<file path="src/rtl/mvm_pkg.sv">
// Shared types and helpers for the fully-connected layer pipeline.
package mvm_pkg;

  typedef enum logic [1:0] {IDLE, MAC, DRAIN, OUT} state_t;

  // Ceiling log2, never below 1 so that degenerate sizes still get a 1-bit counter.
  function automatic int clog2(input int value);
    int r;
    r = 0;
    while ((1 << r) < value) r++;
    return (r < 1) ? 1 : r;
  endfunction

  // Clamp a sign-extended accumulator value into the signed range of a t-bit word.
  function automatic logic signed [63:0] sat_t(input logic signed [63:0] v, input int t);
    logic signed [63:0] hi;
    logic signed [63:0] lo;
    hi = (64'sd1 <<< (t - 1)) - 64'sd1;
    lo = -(64'sd1 <<< (t - 1));
    if (v > hi) return hi;
    if (v < lo) return lo;
    return v;
  endfunction

endpackage

</file>
<file path="src/rtl/mvm_layer_pipe_if.sv">
// Valid/ready stream bundle.
// A beat transfers on a rising clk edge where valid && ready are both high.
// The master holds data stable while valid && !ready; ready never depends
// combinationally on valid, and valid never depends combinationally on ready.
interface mvm_layer_pipe_if #(
  parameter int T = 8
);
  logic         valid;
  logic         ready;
  logic [T-1:0] data;

  modport master (output valid, output data, input ready);
  modport slave  (input valid, input data, output ready);
endinterface

</file>
<file path="src/rtl/mvm_mac_unit.sv">
// Multiply-accumulate datapath for one output neuron at a time:
// x register -> product register -> wide accumulator -> saturate/ReLU output register.
module mvm_mac_unit import mvm_pkg::*; #(
  parameter int N    = 8,
  parameter int T    = 8,
  parameter int RELU = 1,
  parameter int SAT  = 1,
  localparam int PW  = 2 * T,
  localparam int A   = 2 * T + clog2(N) + 1
) (
  input  logic         clk,
  input  logic         rst_n,
  input  logic         issue,
  input  logic         first,
  input  logic         load_out,
  input  logic [T-1:0] x_rd,
  input  logic [T-1:0] w_data,
  input  logic [T-1:0] b_data,
  output logic [T-1:0] y
);

  logic                 v1, f1, v2, f2;
  logic signed [T-1:0]  x_q;
  logic signed [PW-1:0] prod;
  logic signed [A-1:0]  acc;
  logic signed [T-1:0]  sat_v;
  logic [T-1:0]         y_nxt;

  // Pipeline: x is registered alongside the ROM read, then multiplied, then accumulated.
  always_ff @(posedge clk or negedge rst_n) begin
    if (!rst_n) begin
      v1   <= 1'b0;
      f1   <= 1'b0;
      x_q  <= '0;
      v2   <= 1'b0;
      f2   <= 1'b0;
      prod <= '0;
      acc  <= '0;
      y    <= '0;
    end else begin
      v1   <= issue;
      f1   <= issue && first;
      x_q  <= x_rd;
      v2   <= v1;
      f2   <= f1;
      prod <= PW'($signed(w_data)) * PW'(x_q);
      if (v2) acc <= (f2 ? A'($signed(b_data)) : acc) + A'(prod);
      if (load_out) y <= y_nxt;
    end
  end

  // Output stage: saturate or truncate to T bits, then optional ReLU.
  always_comb begin
    sat_v = (SAT != 0) ? T'(sat_t(64'(acc), T)) : acc[T-1:0];
    y_nxt = ((RELU != 0) && sat_v[T-1]) ? '0 : sat_v;
  end

endmodule

</file>
<file path="src/rtl/mvm_layer_pipe.sv">
// Fully-connected layer y = act(W*x + b) with a ping-pong x buffer so the
// next input vector can load while the current one is being computed.
module mvm_layer_pipe import mvm_pkg::*; #(
  parameter int M    = 8,
  parameter int N    = 8,
  parameter int T    = 8,
  parameter int RELU = 1,
  parameter int SAT  = 1,
  localparam int WA  = clog2(M * N),
  localparam int RW  = clog2(M)
) (
  input  logic            clk,
  input  logic            reset_n,
  mvm_layer_pipe_if.slave  s_in,
  mvm_layer_pipe_if.master m_out,
  output logic [WA-1:0]   w_addr,
  input  logic [T-1:0]    w_data,
  output logic [RW-1:0]   b_addr,
  input  logic [T-1:0]    b_data,
  output state_t          dbg_state
);

  localparam int CW = clog2(N);

  state_t         state, state_nxt;
  logic [CW-1:0]  col, fill_cnt;
  logic [RW-1:0]  row;
  logic [1:0]     dcnt;
  logic [T-1:0]   xmem [2][N];
  logic [1:0]     bank_full;
  logic           fill_sel, comp_sel, run;
  logic           in_fire, out_fire, last_col, last_row, issue, load_out;
  logic [T-1:0]   x_rd, y;

  // run keeps s_ready low until the first clock edge out of reset.
  assign s_in.ready  = run && !bank_full[fill_sel];
  assign in_fire     = s_in.valid && s_in.ready;
  assign m_out.valid = (state == OUT);
  assign m_out.data  = y;
  assign out_fire    = m_out.valid && m_out.ready;
  assign last_col    = (col == CW'(N - 1));
  assign last_row    = (row == RW'(M - 1));
  assign issue       = (state == MAC);
  assign load_out    = (state == DRAIN) && (dcnt == 2'd2);
  assign b_addr      = row;
  assign x_rd        = xmem[comp_sel][col];
  assign dbg_state   = state;

  // FSM state register.
  always_ff @(posedge clk or negedge reset_n) begin
    if (!reset_n) state <= IDLE;
    else          state <= state_nxt;
  end

  // FSM next state: one row = N MAC cycles, 3 drain cycles, then hold in OUT until accepted.
  always_comb begin
    state_nxt = state;
    case (state)
      IDLE:    if (bank_full[comp_sel]) state_nxt = MAC;
      MAC:     if (last_col) state_nxt = DRAIN;
      DRAIN:   if (dcnt == 2'd2) state_nxt = OUT;
      OUT:     if (out_fire) state_nxt = last_row ? IDLE : MAC;
      default: state_nxt = IDLE;
    endcase
  end

  // Column/row/drain counters and the weight address, which simply walks row-major and wraps.
  always_ff @(posedge clk or negedge reset_n) begin
    if (!reset_n) begin
      col    <= '0;
      row    <= '0;
      dcnt   <= '0;
      w_addr <= '0;
    end else begin
      if (state == MAC) col <= last_col ? '0 : col + CW'(1);
      dcnt <= ((state == DRAIN) && (dcnt != 2'd2)) ? dcnt + 2'd1 : 2'd0;
      if (((state == MAC) && !last_col) || out_fire)
        w_addr <= (w_addr == WA'(M * N - 1)) ? '0 : w_addr + WA'(1);
      if (out_fire) row <= last_row ? '0 : row + RW'(1);
    end
  end

  // Bank bookkeeping: fill pointer hops to the other bank once it is empty; compute bank swaps after the last row.
  always_ff @(posedge clk or negedge reset_n) begin
    if (!reset_n) begin
      bank_full <= '0;
      fill_sel  <= 1'b0;
      comp_sel  <= 1'b0;
      fill_cnt  <= '0;
      run       <= 1'b0;
    end else begin
      run <= 1'b1;
      if (in_fire) begin
        fill_cnt <= (fill_cnt == CW'(N - 1)) ? '0 : fill_cnt + CW'(1);
        if (fill_cnt == CW'(N - 1)) bank_full[fill_sel] <= 1'b1;
      end
      if (out_fire && last_row) begin
        bank_full[comp_sel] <= 1'b0;
        comp_sel            <= ~comp_sel;
      end
      if (bank_full[fill_sel] && !bank_full[~fill_sel]) fill_sel <= ~fill_sel;
    end
  end

  // x storage: two banks of N elements, written in arrival order.
  always_ff @(posedge clk) begin
    if (in_fire) xmem[fill_sel][fill_cnt] <= s_in.data;
  end

  mvm_mac_unit #(.N(N), .T(T), .RELU(RELU), .SAT(SAT)) u_mac (
    .clk      (clk),
    .rst_n    (reset_n),
    .issue    (issue),
    .first    (col == '0),
    .load_out (load_out),
    .x_rd     (x_rd),
    .w_data   (w_data),
    .b_data   (b_data),
    .y        (y)
  );

endmodule

</file>
<file path="src/flat_wrapper.sv">
// flat-port wrapper written by rule: the top's interface ports become plain ports
module mvm_layer_pipe_flat import mvm_pkg::*;
#(
  parameter int M    = 8,
  parameter int N    = 8,
  parameter int T    = 8,
  parameter int RELU = 1,
  parameter int SAT  = 1,
  localparam int WA  = clog2(M * N),
  localparam int RW  = clog2(M)
)
  (clk, reset_n, w_addr, w_data, b_addr, b_data, dbg_state, s_in_valid, s_in_data, s_in_ready, m_out_valid, m_out_data, m_out_ready);
  mvm_layer_pipe_if #(.T(T)) s_in_i ();
  mvm_layer_pipe_if #(.T(T)) m_out_i ();
  input  logic clk;
  input  logic reset_n;
  output logic [WA-1:0] w_addr;
  input  logic [T-1:0] w_data;
  output logic [RW-1:0] b_addr;
  input  logic [T-1:0] b_data;
  output state_t dbg_state;
  input wire logic [$bits(s_in_i.valid)-1:0] s_in_valid;
  input wire logic [$bits(s_in_i.data)-1:0] s_in_data;
  output wire logic [$bits(s_in_i.ready)-1:0] s_in_ready;
  output wire logic [$bits(m_out_i.valid)-1:0] m_out_valid;
  output wire logic [$bits(m_out_i.data)-1:0] m_out_data;
  input wire logic [$bits(m_out_i.ready)-1:0] m_out_ready;
  assign s_in_i.valid = s_in_valid;
  assign s_in_i.data = s_in_data;
  assign s_in_ready = s_in_i.ready;
  assign m_out_valid = m_out_i.valid;
  assign m_out_data = m_out_i.data;
  assign m_out_i.ready = m_out_ready;
  mvm_layer_pipe #(.M(M), .N(N), .T(T), .RELU(RELU), .SAT(SAT)) u_core (.clk(clk), .reset_n(reset_n), .s_in(s_in_i), .m_out(m_out_i), .w_addr(w_addr), .w_data(w_data), .b_addr(b_addr), .b_data(b_data), .dbg_state(dbg_state));
endmodule
</file>
<file path="config.mk">
export PLATFORM = sky130hd
export DESIGN_NAME = mvm_layer_pipe_flat
export DESIGN_NICKNAME = d
export VERILOG_FILES = /design/src/rtl/mvm_pkg.sv /design/src/rtl/mvm_layer_pipe_if.sv /design/src/rtl/mvm_mac_unit.sv /design/src/rtl/mvm_layer_pipe.sv /design/src/flat_wrapper.sv
export SDC_FILE = /design/constraint.sdc
export NUM_CORES = 1
export LEC_CHECK = 0
export BUFFER_PORTS_ARGS = -buffer_cell sky130_fd_sc_hd__buf_2
export CAP_MARGIN = 20
export CORE_AREA = 8 8 108 208
export DETAILED_ROUTE_END_ITERATION = 8
export DIE_AREA = 0 0 116 216
export MAX_ROUTING_LAYER = met4
export PLACE_DENSITY = 0.78
export SLEW_MARGIN = 40
export SYNTH_ARGS = -nofsm -noshare
export SYNTH_HDL_FRONTEND = slang
export SYNTH_HIERARCHICAL = 1
export SYNTH_SLANG_ARGS = --single-unit
</file>
<file path="constraint.sdc">
create_clock -name clk -period 8.5 [get_ports clk]
set_clock_uncertainty 0.1 [all_clocks]
set_input_delay 0.85 -clock clk [delete_from_list [all_inputs] [get_ports clk]]
set_output_delay 0.85 -clock clk [all_outputs]
set_load 0.1 [all_outputs]
</file>
==> results of run 1 <==
cell type report:
class                           instances  area (um^2)  area share
Multi-Input combinational cell        571         5280       0.413
Sequential cell                       207         5820       0.456
Tap cell                              262          328      0.0257
Timing Repair Buffer                   53          283      0.0221
Clock buffer                           20          479      0.0375
Clock inverter                         13          163      0.0127
Inverter                              113          424      0.0332
worst max-delay path: stages (launching register included):
cell	delay (ns)
sky130_fd_sc_hd__dfrtp_1	0.58
sky130_fd_sc_hd__nand2_1	0.23
sky130_fd_sc_hd__fa_1	0.72
sky130_fd_sc_hd__fa_1	0.47
sky130_fd_sc_hd__fa_1	0.51
sky130_fd_sc_hd__fa_1	0.55
sky130_fd_sc_hd__inv_1	0.04
sky130_fd_sc_hd__ha_1	0.38
sky130_fd_sc_hd__a21o_1	0.19
sky130_fd_sc_hd__a21oi_1	0.18
sky130_fd_sc_hd__nor2_1	0.05
sky130_fd_sc_hd__o21ai_0	0.15
sky130_fd_sc_hd__o31ai_1	0.09
sky130_fd_sc_hd__or3b_1	0.35
state kept, by name, summed over array words and instances (netlist names):
name / count
u_core/u_mac/prod: 16
u_core/u_mac/acc: 20
u_core/fill_cnt: 3
u_core/u_mac/v1: 1
u_core/u_mac/f2: 1
u_core/b_addr: 3
u_core/xmem: 128
u_core/comp_sel: 1
u_core/dbg_state: 2
u_core/bank_full: 2
u_core/fill_sel: 1
u_core/u_mac/x_q: 8
u_core/col: 3
u_core/run: 1
u_core/u_mac/v2: 1
u_core/u_mac/f1: 1
u_core/w_addr: 6
u_core/dcnt: 2
u_core/u_mac/y: 7
cells in the final DEF, fill, tap and decap left out, types with 7 or more instances in the layout:
master / netlist / layout
sky130_fd_sc_hd__a21oi_1: 31 / 31
sky130_fd_sc_hd__a22oi_1: 17 / 17
sky130_fd_sc_hd__and2_1: 43 / 43
sky130_fd_sc_hd__buf_2: 4 / 46
sky130_fd_sc_hd__buf_4: 3 / 7
sky130_fd_sc_hd__clkbuf_16: 0 / 19
sky130_fd_sc_hd__dfrtp_1: 79 / 76
sky130_fd_sc_hd__edfxtp_1: 128 / 128
sky130_fd_sc_hd__fa_1: 56 / 56
sky130_fd_sc_hd__ha_1: 61 / 61
sky130_fd_sc_hd__inv_1: 112 / 112
sky130_fd_sc_hd__mux2_2: 17 / 17
sky130_fd_sc_hd__mux2i_1: 10 / 10
sky130_fd_sc_hd__mux4_2: 32 / 32
sky130_fd_sc_hd__nand2_1: 59 / 59
sky130_fd_sc_hd__nand2b_1: 8 / 8
sky130_fd_sc_hd__nand3_1: 11 / 11
sky130_fd_sc_hd__nor2_1: 50 / 40
sky130_fd_sc_hd__nor2_2: 0 / 10
sky130_fd_sc_hd__nor2b_1: 9 / 9
sky130_fd_sc_hd__nor3_1: 8 / 8
sky130_fd_sc_hd__o21a_1: 7 / 7
sky130_fd_sc_hd__o21ai_0: 29 / 29
sky130_fd_sc_hd__o31ai_1: 7 / 7
sky130_fd_sc_hd__xnor2_1: 18 / 18
sky130_fd_sc_hd__xor2_1: 7 / 7
metal layers:
metal  vias up  wire, um  GRT usage  part of all wire
li1       3341         -          -                 -
met1      3597      7750      0.186              0.32
met2       169     14400      0.401              0.59
met3        99       806     0.0266             0.033
met4         0      1520      0.123             0.062
met5         -         0          -                 0
logic make-up (layout without fill, tap and decap cells):
family | Yosys count | in the layout | synth area share
mux | 59 | 59 | 0.0871
fa+ha+maj | 117 | 117 | 0.162
other cells | 2 | 2 | 0.000646
simple gates | 221 | 221 | 0.0958
compound gates | 147 | 147 | 0.0871
flops | 207 | 207 | 0.501
xor+xnor | 25 | 25 | 0.0188
buf+inv | 137 | 199 | 0.0476
through the flow:
stage | hold slack [ns] | area (um^2) | utilization | setup slack, ns
after floorplan | 0.231 | 11600 | - | 3.80
after global placement | 0.236 | 12100 | 0.614 | 3.50
after CTS | 0.230 | 12800 | 0.646 | 3.78
after detailed placement | 0.235 | 12100 | 0.614 | 3.40
final | 0.224 | 12800 | 0.648 | 3.80
after global routing | 0.258 | 12800 | 0.648 | 3.64
worst min path at each step:
| stage | start | endpoint | slack [ns] | depth (start not counted) |
|---|---|---|---|---|
| floorplan | u_core/u_mac/f1 | u_core/u_mac/f2 | 0.23 | 0 |
| global placement | u_core/u_mac/f1 | u_core/u_mac/f2 | 0.24 | 0 |
| detailed placement | u_core/u_mac/f1 | u_core/u_mac/f2 | 0.23 | 0 |
| CTS | reset_n | u_core/u_mac/y[0] | 0.23 | 1 |
| global route | reset_n | u_core/u_mac/y[0] | 0.26 | 1 |
| finish | reset_n | u_core/u_mac/acc[2] | 0.22 | 1 |
==> results.toml, run 1 <==
[status]
outcome = "complete, no violations"

[synth]
synth-warning-count = 6
synth_edf_count = 128
mappedNetlistNets = 1060
synthDominantCellAreaShare = 0.331
synth_top_cells_by_count = "sky130_fd_sc_hd__edfxtp_1, sky130_fd_sc_hd__inv_1, sky130_fd_sc_hd__dfrtp_1"
postSynth.asyncResetShare = 0.382
synth_top_cells_by_area = "sky130_fd_sc_hd__edfxtp_1, sky130_fd_sc_hd__dfrtp_1, sky130_fd_sc_hd__fa_1"
synth_ff_type = "sky130_fd_sc_hd__edfxtp_1"
synth_largest_area_cell = "sky130_fd_sc_hd__edfxtp_1"
synthesis.area_per_instance_um2 = 12.7
ys_seq_elements = 207
synth.cell_area_um2 = 11600
yosys.cell_count.top_type = "sky130_fd_sc_hd__edfxtp_1"
netlist-cell-type-count = 71
yosysSeqAreaShare = 0.501
post_synth_inst_count = 915

[timing]
slew_headroom = 0.400
final_hold_viol_count = 0
max_slew.worst_pin.slew_ns = 0.896
timing_max_transition_violations_final = 0
period_share = 0.553
finalWorstPathRequiredPeriod_ns = 4.70
rsz0062_at_grt = "no"
fmaxAchievable_mhz = 213
final-setup-viol-count = 0
total_negative_setup_slacks_ns = 0

[placed_design]
dp_cells = 1206
routability_congestion_estimate = 0.918
port_buffers = 47
dp_hpwl_um = 18900

[detailed_routing]
postRouteWirelength_um = 24500
drt_iter0_drc = 452
vias = 7206
wl_per_instance_um = 19.8
routed_via_density = 5.82
drtPass1Iterations = 4
post-route-drc-count = 0
antenna_violating_nets_post_route = 0

[global_route]
grt_util_all_layers = 0.210
first_global_vias = 7983
grt_max_degree = 43
grt-ovfl-total = 0
grt_antenna_before_repair = 0
grt_first_pass_wirelength_um = 39500

[cts]
cts_made_buffers = 19
insertion_delay_ns = 0.49
cts_hold_buf = 0
clock_tree.htree_level_count = 1
cts_tree = "done"
post_cts_setup_buffers = 0
tritoncts_sinks = 207
root_buffer = "sky130_fd_sc_hd__clkbuf_16"
post_cts_resize_count = 0
clk_pin_slew_worst_paths_ns = 0.07
clockBufferDepth = 3

[critical_path]
worstPathMaxFanout = 8
r2r_end = "u_core/u_mac/prod[15]"
cp_data_required_time_ns = 8.77
setup.worst_path.start_class = "flop"
r2r_start = "u_core/u_mac/x_q[2]"
critPathCapture = "u_core/u_mac/prod[15]"
criticalPathCategory = "reg2reg"
worstSetupEndpointType = "flop"
timing.reg2reg.worst_path_depth = 13
worst_ep_arrival_time_ns = 4.98
reg2reg_setup_slack_ns = 3.80
worst_setup_path_startpoint = "u_core/u_mac/x_q[2]"

[cells_and_area]
nets = 1110
antenna_cells = 0
count_of_non_filler_cells_in_the_finished_layout = 1239
drive_above_1_share = 0.160
area_growth_pct = 9.93
fillerInstances = 1531

[min_path]
timing.hold.worst.class = "in2async"

[floorplan]
initial_core_utilization = 0.589
fp.coreArea_um2 = 19700
fp.dieH_um = 216
row_count = 73
die-area_um2 = 25100
die_width_um = 116
ios = 49

[job]
cap_violations = 0
Power of run 1 is not shown: default switching activity piles up to over one toggle a cycle in this logic, so the estimate is an artifact.
==> run 2, diff against run 1 <==
Clock period 8.5 ns to 4.7 ns, I/O delays scaled along.
==> run 2 against run 1 <==
Critical path depth is 2 higher; global-route usage is 0.86 points higher; first-iteration DRC count is 20% higher; hold slack worse by 0.037 ns; setup slack worse by 3.6 ns; routed wire length is 3.8% higher; cell count is 1.1% higher; critical path type unchanged.
==> results.toml, run 2 (synthesis gave the netlist of run 1 again) <==
[placed_design]
routability_congestion_estimate = 0.944
placed_area_um2 = 12200
port_buffers = 47
dp_hpwl_um = 19400

[cells_and_area]
area_growth_pct = 10.9
antenna_cells = 0
final-seq-area_um2 = 5830
layout_common_cells = "sky130_fd_sc_hd__edfxtp_1, sky130_fd_sc_hd__inv_1, sky130_fd_sc_hd__dfrtp_1"
multi_input_combinational_cell_area_um2 = 5280
largest_register_ff_count = 128
layout.cells.most_common = "sky130_fd_sc_hd__edfxtp_1"
final_instance_area_um2 = 12900
largest-register = "u_core/xmem"
final_core_utilization = 0.653
drive_above_1_share = 0.176
fillerInstances = 1512
reg.largest.list = "u_core/xmem: 128 flops, u_core/u_mac/acc: 20 flops, u_core/u_mac/prod: 16 flops"
nets = 1124

[cts]
insertion_delay_ns = 0.50
tritoncts_sinks = 207
cts_made_buffers = 19
clk_pin_slew_worst_paths_ns = 0.07
cts_tree = "done"
clockBufferDepth = 3
post_cts_setup_buffers = 0
root_buffer = "sky130_fd_sc_hd__clkbuf_16"
clock_tree.htree_level_count = 1

[critical_path]
cp_cell_sequence = "buf_4 > and2_1 > ha_1 > fa_1 > inv_1 > fa_1 > fa_1 > inv_1 > ha_1 > nor2b_1 > o21ai_0 > a21o_1 > a31oi_1 > or4_1 > nand3_1"
critical-path-max-stage-delay_ns = 0.55
timing.critical_path.max_delay_family = "adder cells"
timing.reg2reg.worst_path_depth = 15
criticalPathCategory = "reg2reg"
reg2reg_setup_slack_ns = 0.24
cp_data_required_time_ns = 5.03
r2r_end = "u_core/u_mac/prod[14]"
crit_path_top_delay_cell = "sky130_fd_sc_hd__fa_1"
buffers_and_inverters_on_the_worst_path = 3
r2r_start = "u_core/u_mac/x_q[0]"
critPathMostFrequentCell = "sky130_fd_sc_hd__fa_1"
worstPathMaxFanout = 7
setup.worst_path.start_class = "flop"
worst_ep_arrival_time_ns = 4.79
worstSetupEndpointType = "flop"

[floorplan]
initial_core_utilization = 0.589
row_count = 73
die_width_um = 116
ios = 49
die-area_um2 = 25100
fp.coreArea_um2 = 19700
fp.dieH_um = 216

[timing]
max_slew.worst_pin.slew_ns = 0.835
slew_headroom = 0.440
finalWorstPathRequiredPeriod_ns = 4.46
final-setup-viol-count = 0
rsz0062_at_grt = "no"
final_hold_viol_count = 0
period_share = 0.949
fmaxAchievable_mhz = 224
total_negative_setup_slacks_ns = 0
timing_max_transition_violations_final = 0

[detailed_routing]
drt_iter0_drc = 541
routed_via_density = 5.83
postRouteWirelength_um = 25400
post-route-drc-count = 0
drtPass1Iterations = 6
antenna_violating_nets_post_route = 0
vias = 7309
wl_per_instance_um = 20.3

[global_route]
grt-ovfl-total = 0
grt_antenna_before_repair = 0
grt_first_pass_wirelength_um = 40400
first_global_vias = 7903
grt_max_degree = 80
grt_util_all_layers = 0.219

[status]
outcome = "complete, no violations"

[min_path]
holdPathEnd = "u_core/bank_full[1]"
min_from = "m_out_ready"
timing.hold.worst.class = "in2reg"
depth_of_the_worst_hold_timing_path = 2

[job]
cap_violations = 0
run 2: cell types whose count changed in the layout (fill, tap and decap cells not counted), sizes merged:
cell and change:
buf +13, clkinv -4, clkbuf +3, clkinvlp +2, bufinv -1, dlygate4sd3 +1
run 2: area by class of cell:
| class | count | area share |
|---|---|---|
| clock buffer | 23 | 0.0388 |
| clock inverter | 10 | 0.00864 |
| inverter | 113 | 0.0329 |
| multi-input combinational | 571 | 0.410 |
| sequential | 207 | 0.452 |
| tap | 262 | 0.0254 |
| timing repair buffer | 67 | 0.0321 |
run 2: how the worst max path moves through the flow:
stage | startpoint | to | slack [ns] | depth (start not counted)
CTS | u_core/u_mac/x_q[2] | u_core/u_mac/prod[14] | 0.04 | 13
floorplan | w_data[7] | u_core/u_mac/prod[15] | 0.38 | 14
finish | u_core/u_mac/x_q[0] | u_core/u_mac/prod[14] | 0.24 | 15
global route | u_core/u_mac/x_q[6] | u_core/u_mac/prod[15] | 0.003 | 13
detailed placement | w_data[7] | u_core/u_mac/prod[15] | 0.04 | 15
global placement | w_data[7] | u_core/u_mac/prod[15] | 0.13 | 14
run 2: routing by layer:
| layer | vias up | share of wire | track usage |
|---|---|---|---|
| met5 | - | 0 | - |
| met4 | 0 | 0.053 | 0.121 |
| met3 | 93 | 0.034 | 0.0224 |
| met2 | 208 | 0.60 | 0.429 |
| met1 | 3646 | 0.31 | 0.189 |
| li1 | 3362 | - | - |
run 2: repair_timing:
action                                  CTS  global route
endpoints found under the hold margin    79             0
resized for setup                         0             7
endpoints found under the setup margin    0             2
hold buffers                              1             0
run 2: metrics by stage:
step	setup WS (ns)	std cells	hold WS, ns
after floorplan	0.381	915	0.0744
after global placement	0.128	1218	0.232
after detailed placement	0.0384	1218	0.236
after CTS	0.0385	1252	0.171
after global routing	0.00266	1253	0.204
final	0.240	1253	0.187
Power of run 2 is left out for the same reason.
